$ cat config.mk
export PLATFORM = sky130hd
export DESIGN_NAME = int_to_float
export DESIGN_NICKNAME = d
export VERILOG_FILES = /design/src/rtl/float_pkg.sv /design/src/rtl/float_round.sv /design/src/rtl/int_to_float.sv
export SDC_FILE = /design/constraint.sdc
export NUM_CORES = 1
export LEC_CHECK = 0
export BUFFER_PORTS_ARGS = -buffer_cell sky130_fd_sc_hd__buf_2
export CORE_ASPECT_RATIO = 1.75
export CORE_UTILIZATION = 40
export CTS_CLUSTER_DIAMETER = 60
export CTS_CLUSTER_SIZE = 16
export DETAILED_ROUTE_END_ITERATION = 12
export PLACE_DENSITY = 0.57
export SETUP_SLACK_MARGIN = 0.2
export SLEW_MARGIN = 20
export SYNTH_ARGS = -nofsm -noshare
export SYNTH_HDL_FRONTEND = slang
export SYNTH_SLANG_ARGS = --single-unit
$ cat constraint.sdc
create_clock -name clk -period 5.2 [get_ports clk]
set_input_delay 1.04 -clock clk [delete_from_list [all_inputs] [get_ports clk]]
set_output_delay 1.04 -clock clk [all_outputs]
set_load 0.03 [all_outputs]
$ cat src/rtl/float_pkg.sv
// -----------------------------------------------------------------------------
// float_pkg
// Shared constants and types for the integer/floating-point blocks.
//   FLOAT_WIDTH : width of an IEEE-754 single-precision word
//   EXP_BIAS    : single-precision exponent bias
//   MANT_WIDTH  : mantissa width including the hidden leading one
//   state_e     : sequencing states of the multi-cycle converters
//   pack_float  : assembles {sign, biased exponent, fraction}
// -----------------------------------------------------------------------------
package float_pkg;

   localparam int FLOAT_WIDTH = 32;
   localparam int EXP_BIAS    = 127;
   localparam int MANT_WIDTH  = 24;

   typedef enum logic [2:0] {
      IDLE      = 3'd0,
      CONVERT   = 3'd1,
      NORMALISE = 3'd2,
      ROUND     = 3'd3,
      DONE      = 3'd4
   } state_e;

   function automatic logic [FLOAT_WIDTH-1:0] pack_float(
      input logic                  sign,
      input logic [7:0]            biased_exp,
      input logic [MANT_WIDTH-2:0] frac
   );
      return {sign, biased_exp, frac};
   endfunction

endpackage : float_pkg

$ cat src/rtl/float_round.sv
// -----------------------------------------------------------------------------
// float_round
// Combinational mantissa rounding stage, shared by the float datapaths.
// Build option: INT_TO_FLOAT_ROUND_EN
//   defined   : round-to-nearest-even with carry into the exponent
//   undefined : truncation, inputs pass straight through
// Ports:
//   mant_i   : 24-bit mantissa (hidden one in bit 23)
//   guard_i  : first bit below the mantissa LSB
//   round_i  : second bit below the mantissa LSB
//   sticky_i : OR of all remaining lower bits
//   exp_i    : unbiased exponent
//   mant_o   : rounded mantissa
//   exp_o    : exponent, incremented when rounding carries out
// -----------------------------------------------------------------------------
module float_round
   import float_pkg::*;
(
   input  logic [MANT_WIDTH-1:0] mant_i,
   input  logic                  guard_i,
   input  logic                  round_i,
   input  logic                  sticky_i,
   input  logic signed [7:0]     exp_i,
   output logic [MANT_WIDTH-1:0] mant_o,
   output logic signed [7:0]     exp_o
);

`ifdef INT_TO_FLOAT_ROUND_EN
   logic                round_up;
   logic [MANT_WIDTH:0] mant_sum;

   // Nearest-even: a tie (guard only) rounds up only when the LSB is odd.
   assign round_up = guard_i & (round_i | sticky_i | mant_i[0]);
   assign mant_sum = {1'b0, mant_i} + {{MANT_WIDTH{1'b0}}, round_up};

   // NOTE: every output gets a default first so no path can infer a latch.
   always_comb begin
      mant_o = mant_sum[MANT_WIDTH-1:0];
      exp_o  = exp_i;
      if (mant_sum[MANT_WIDTH]) begin
         // All-ones mantissa rolled over: renormalise to 1.0 x 2^(e+1).
         mant_o = {1'b1, {(MANT_WIDTH-1){1'b0}}};
         exp_o  = exp_i + 8'sd1;
      end
   end
`else
   logic unused_round_bits;

   assign unused_round_bits = ^{guard_i, round_i, sticky_i};
   assign mant_o            = mant_i;
   assign exp_o             = exp_i;
`endif

endmodule : float_round

$ cat src/rtl/int_to_float.sv
// -----------------------------------------------------------------------------
// int_to_float
// Sequential 32-bit signed integer to IEEE-754 single-precision converter.
// Takes the absolute value, normalises one bit per cycle, then rounds.
// Build option: INT_TO_FLOAT_ROUND_EN selects round-to-nearest-even;
// without it the mantissa is truncated (latency is identical).
// Ports:
//   clk, rst_n   : rising-edge clock, asynchronous active-low reset
//   input_a      : signed integer operand
//   input_a_stb  : operand valid
//   input_a_ack  : registered, block can accept an operand
//   output_z     : single-precision result, held while output_z_stb is high
//   output_z_stb : registered, result valid
//   output_z_ack : downstream accepts the result
// -----------------------------------------------------------------------------
module int_to_float
   import float_pkg::*;
(
   input  logic                   clk,
   input  logic                   rst_n,
   input  logic [FLOAT_WIDTH-1:0] input_a,
   input  logic                   input_a_stb,
   output logic                   input_a_ack,
   output logic [FLOAT_WIDTH-1:0] output_z,
   output logic                   output_z_stb,
   input  logic                   output_z_ack
);

   state_e                 state_q;
   logic [FLOAT_WIDTH-1:0] a_q;
   logic                   sign_q;
   logic [FLOAT_WIDTH-1:0] value_q;
   logic signed [7:0]      exp_q;
   logic [FLOAT_WIDTH-1:0] z_q;
   logic                   ack_q;
   logic                   stb_q;

   logic [MANT_WIDTH-1:0]  rnd_mant;
   logic signed [7:0]      rnd_exp;
   logic [7:0]             biased_exp;
   logic                   unused_hidden_bit;

   // Normalised value_q: bits 31:8 are the mantissa, 7 guard, 6 round, rest sticky.
   float_round u_round (
      .mant_i   (value_q[31:8]),
      .guard_i  (value_q[7]),
      .round_i  (value_q[6]),
      .sticky_i (|value_q[5:0]),
      .exp_i    (exp_q),
      .mant_o   (rnd_mant),
      .exp_o    (rnd_exp)
   );

   // Exponent stays within [0, 31] unbiased, so 8 bits hold the biased form.
   assign biased_exp        = rnd_exp + 8'(EXP_BIAS);
   // The leading one is implicit in the packed format.
   assign unused_hidden_bit = rnd_mant[MANT_WIDTH-1];

   // NOTE: sequential state uses non-blocking assignments so every register
   // samples the pre-edge values, independent of statement order.
   always_ff @(posedge clk or negedge rst_n) begin
      if (!rst_n) begin
         state_q <= IDLE;
         a_q     <= '0;
         sign_q  <= 1'b0;
         value_q <= '0;
         exp_q   <= '0;
         z_q     <= '0;
         ack_q   <= 1'b0;
         stb_q   <= 1'b0;
      end else begin
         case (state_q)
            IDLE: begin
               if (input_a_stb && ack_q) begin
                  a_q     <= input_a;
                  ack_q   <= 1'b0;
                  state_q <= CONVERT;
               end else begin
                  ack_q <= 1'b1;
               end
            end

            CONVERT: begin
               if (a_q == '0) begin
                  z_q     <= '0;
                  stb_q   <= 1'b1;
                  state_q <= DONE;
               end else begin
                  sign_q  <= a_q[FLOAT_WIDTH-1];
                  // -2^31 negates to itself, which is the correct unsigned magnitude.
                  value_q <= a_q[FLOAT_WIDTH-1] ? (~a_q + 32'd1) : a_q;
                  exp_q   <= 8'sd31;
                  state_q <= NORMALISE;
               end
            end

            NORMALISE: begin
               if (value_q[FLOAT_WIDTH-1]) begin
                  state_q <= ROUND;
               end else begin
                  value_q <= value_q << 1;
                  exp_q   <= exp_q - 8'sd1;
               end
            end

            ROUND: begin
               z_q     <= pack_float(sign_q, biased_exp, rnd_mant[MANT_WIDTH-2:0]);
               stb_q   <= 1'b1;
               state_q <= DONE;
            end

            DONE: begin
               if (output_z_ack) begin
                  stb_q   <= 1'b0;
                  state_q <= IDLE;
               end
            end

            default: state_q <= IDLE;
         endcase
      end
   end

   assign input_a_ack  = ack_q;
   assign output_z     = z_q;
   assign output_z_stb = stb_q;

endmodule : int_to_float

==> run_results.csv <==
group,metric,value,unit
synthesis,synth.avg_cell_area,11.0,um2
route,drc,1,
critical_path,r2r_setup_slack,1850,ps
worst_hold_path,hp-start,"output_z[25]",
critical_path,cp_num_buf_inv,1,
critical_path,cp.required,5490,ps
sta,tightest_slew,1020,ps
route,wl_met2,5570,um
critical_path,rr_endpoint,"value_q[3]",
floorplan,ioPinCount,70,
floorplan,fp.dieH,151,um
clock_network,clkLatencyLatePin,350,ps
floorplan,die_area,13100,um2
synthesis,synth_area_leaders,"dfrtp_1 (54%), mux2_2 (7.6%), a22o_1 (4.3%)",
grt,antenna_found_initial,0,
synthesis,synth_common_cells,"dfrtp_1 (110), nand2_1 (48), mux2_2 (34), nor2_1 (34), o21ai_0 (33)",
route,finalWirelength,11000,um
floorplan,fp.dieW,87.1,um
clock_network,hold_buffers,0,
critical_path,cp.arrival,3630,ps
finish,syn2layout_area_growth,15.0,%
route,met1_length,4980,um
placement,dp_hpwl,8120,um
synthesis,synth_edf_count,0,
floorplan,rows,54,
run_status,violations,"DRC",
synthesis,ys_ff_latch,110,
floorplan,coreArea,12400,um2
placement,portBuffers,69,
grt,grt_pass1_wl,17900,um
critical_path,cp_max_fo,49,
worst_hold_path,worstHoldPathCells,2,
route,wl_per_cell,16.0,um
finish,final_nets,558,
synthesis,yosys.area_share.simple,11.7,%
clock_network,cts_max_path_buffers,2,
clock_network,cts.sinks,110,
sta,period_needed,3350,ps
power_and_ir_drop,totalPowerFinal,0.00397,W
run_status,status,"complete, but fails checks",
critical_path,ff2ff_path_depth,6,
critical_path,crit_slowest_cell,"and2_1",
grt,grt_pass1_vias,3533,
route,route.met3.wl,316,um
sta,rsz0062_at_grt,"no",
sta,setup_viol,0,
run,cap_violations,0,
sta,relSlewSlack,32.1,%
worst_hold_path,hold-path-endpoint,"output_z[25]",
grt,grtUsageTotal,17.9,%
clock_network,htreeDepth,3,
synthesis,syn_area,5060,um2
synthesis,synthMuxAreaShare,7.95,%
power_and_ir_drop,vdd_ir_drop_max,0.258,mV
placement,gp_congestion,0.802,
synthesis,yosys.cell_count.top_type,"dfrtp_1",
clock_network,post_cts_buffers,0,
sta,final.period_utilization,64.3,%
synthesis,yosysTopAreaCell,"dfrtp_1",
critical_path,crit_path_end_kind,"flip-flop",
sta,final.setup.tns,0,ps
grt,grt_max_degree,73,
synthesis,synth_compound_area_share,16.7,%
synthesis,syn_inst,461,
clock_network,root_buffer,"clkbuf_16",
clock_network,cts_buffers,9,
route,viasPerCell,5.24,
clock_network,cts_resized,0,
critical_path,timing.rr.start,"a_q[17]",
worst_hold_path,hold_path_class,"flip-flop to flip-flop",
synthesis,yosysSeqAreaShare,54.3,%
critical_path,cp_top_family,"simple AND/OR/NAND/NOR gates",
clock_network,path_clk_slew,70,ps
critical_path,start_kind,"flip-flop",
route,routed.top_layer,"met4",
sta,drv_slew,0,
critical_path,cpMostUsedCell,"or4_1",
route,first_pass_iters,8,
clock_network,cts_tree,"yes",
power_and_ir_drop,power.density,682,nW/um2
route,ant_nets,0,
finish,drive_above_1_share,25.2,%
synthesis,synthAdderAreaFrac,0.494,%
synthesis,synth_cell_type_count,44,
synthesis,yosys_warnings,0,
synthesis,netlist.area_leader.share,54.3,%
floorplan,initial_core_util,40.7,%
synthesis,async_reset_ff_share,100,%
finish,antenna_cells,0,
grt,overflow,0,
finish,fillCellCount,1219,
synthesis,synth_top_family_by_area,"compound AO/OA/AOI/OAI gates",
sta,fin_worst_skew,9.20,ps
synthesis,synth_ff_type,"dfrtp_1",
synthesis,synth-xor-area-share,5.88,%
critical_path,crit_chain,"or4_1 > or4_1 > o31ai_4 > buf_4 > and2_1 > a221o_1",
power_and_ir_drop,p_leak,2.60,nW
critical_path,critPathMaxStageDelay,660,ps
synthesis,syn_nets,499,
route,drt-initial-drc-count,181,
sta,timing.fmax,299,MHz
route,num_vias,3627,
sta,hold_viol,0,
critical_path,critical_path_class,"flip-flop to flip-flop",
cell families after synthesis:
kind of cell,after synthesis
flops,110
buf+inv,33
simple gates,127
xor+xnor,34
compound gates,119
mux,36
fa+ha+maj,2
power breakdown:
group	total [W]	internal, W	switching, W	leakage, nW
Sequential	0.00166	0.00126	0.000399	1.34
Clock	0.000660	0.000341	0.000319	0.136
Combinational	0.00166	0.000716	0.000939	1.12
Total	0.00397	0.00232	0.00166	2.60
worst reg2reg max path, cell delays in order, from the launching register on:
cell	delay (ps)
dfrtp_1	430
or4_1	610
or4_1	650
o31ai_4	210
buf_4	450
and2_1	670
a221o_1	270
cells in the final DEF, fill, tap and decap left out, types with 6 or more instances in the layout:
| master | instances |
|---|---|
| nor3_1 | 8 |
| xor2_1 | 22 |
| inv_1 | 7 |
| buf_2 | 68 |
| o31ai_1 | 12 |
| buf_4 | 6 |
| nand3_1 | 6 |
| a21oi_1 | 11 |
| o21ai_0 | 33 |
| nor2_1 | 32 |
| or4_1 | 6 |
| a31oi_1 | 6 |
| dfrtp_1 | 110 |
| mux2_2 | 34 |
| a22o_1 | 25 |
| xnor2_1 | 12 |
| o21ai_1 | 6 |
| a221o_1 | 13 |
| clkbuf_16 | 9 |
| nand2_1 | 48 |
metal layers:
| layer | up-vias | global-route usage [%] |
|---|---|---|
| met2 | 67 | 29.6 |
| met3 | 12 | 3.92 |
| li1 | 1788 | - |
| met5 | - | 0 |
| met4 | 0 | 5.92 |
| met1 | 1760 | 23.1 |
how the worst max path moves through the flow:
stage,startpoint,to,slack (ps),cells after the start
floorplan,a_q[12],value_q[30],2750,7
global placement,a_q[17],value_q[5],1950,6
detailed placement,a_q[17],value_q[3],1860,6
CTS,a_q[17],value_q[16],1850,7
global route,a_q[2],value_q[23],1580,7
finish,a_q[17],value_q[3],1850,6
state kept, by name, indices dropped and copies added (netlist names):
signal,cells
sign_q,1
exp_q,8
value_q,32
input_a_ack,1
output_z,32
state_q,3
output_z_stb,1
a_q,32
final cells by class:
| cell class | instances | area, um2 | share of cell area, % |
|---|---|---|---|
| Sequential cell | 110 | 2750 | 47.3 |
| Multi-Input combinational cell | 318 | 2170 | 37.2 |
| Timing Repair Buffer | 74 | 385 | 6.62 |
| Clock buffer | 10 | 239 | 4.10 |
| Tap cell | 168 | 210 | 3.61 |
| Clock inverter | 5 | 42.5 | 0.731 |
| Inverter | 7 | 26.3 | 0.451 |
metrics by stage:
stage | worst slack [ps] | hold WS [ps] | utilization [%] | instance area [um2] | instances
4_1_cts | 1850 | 483 | 46.8 | 5820 | 692
3_3_place_gp | 1950 | 457 | 44.6 | 5540 | 677
5_1_grt | 1580 | 508 | 46.8 | 5820 | 692
2_1_floorplan | 2750 | 450 | - | 5060 | 461
6_report | 1850 | 472 | 46.8 | 5820 | 692
3_5_place_dp | 1860 | 466 | 44.6 | 5540 | 677
Note: power is estimated with default switching activity, not from simulation.
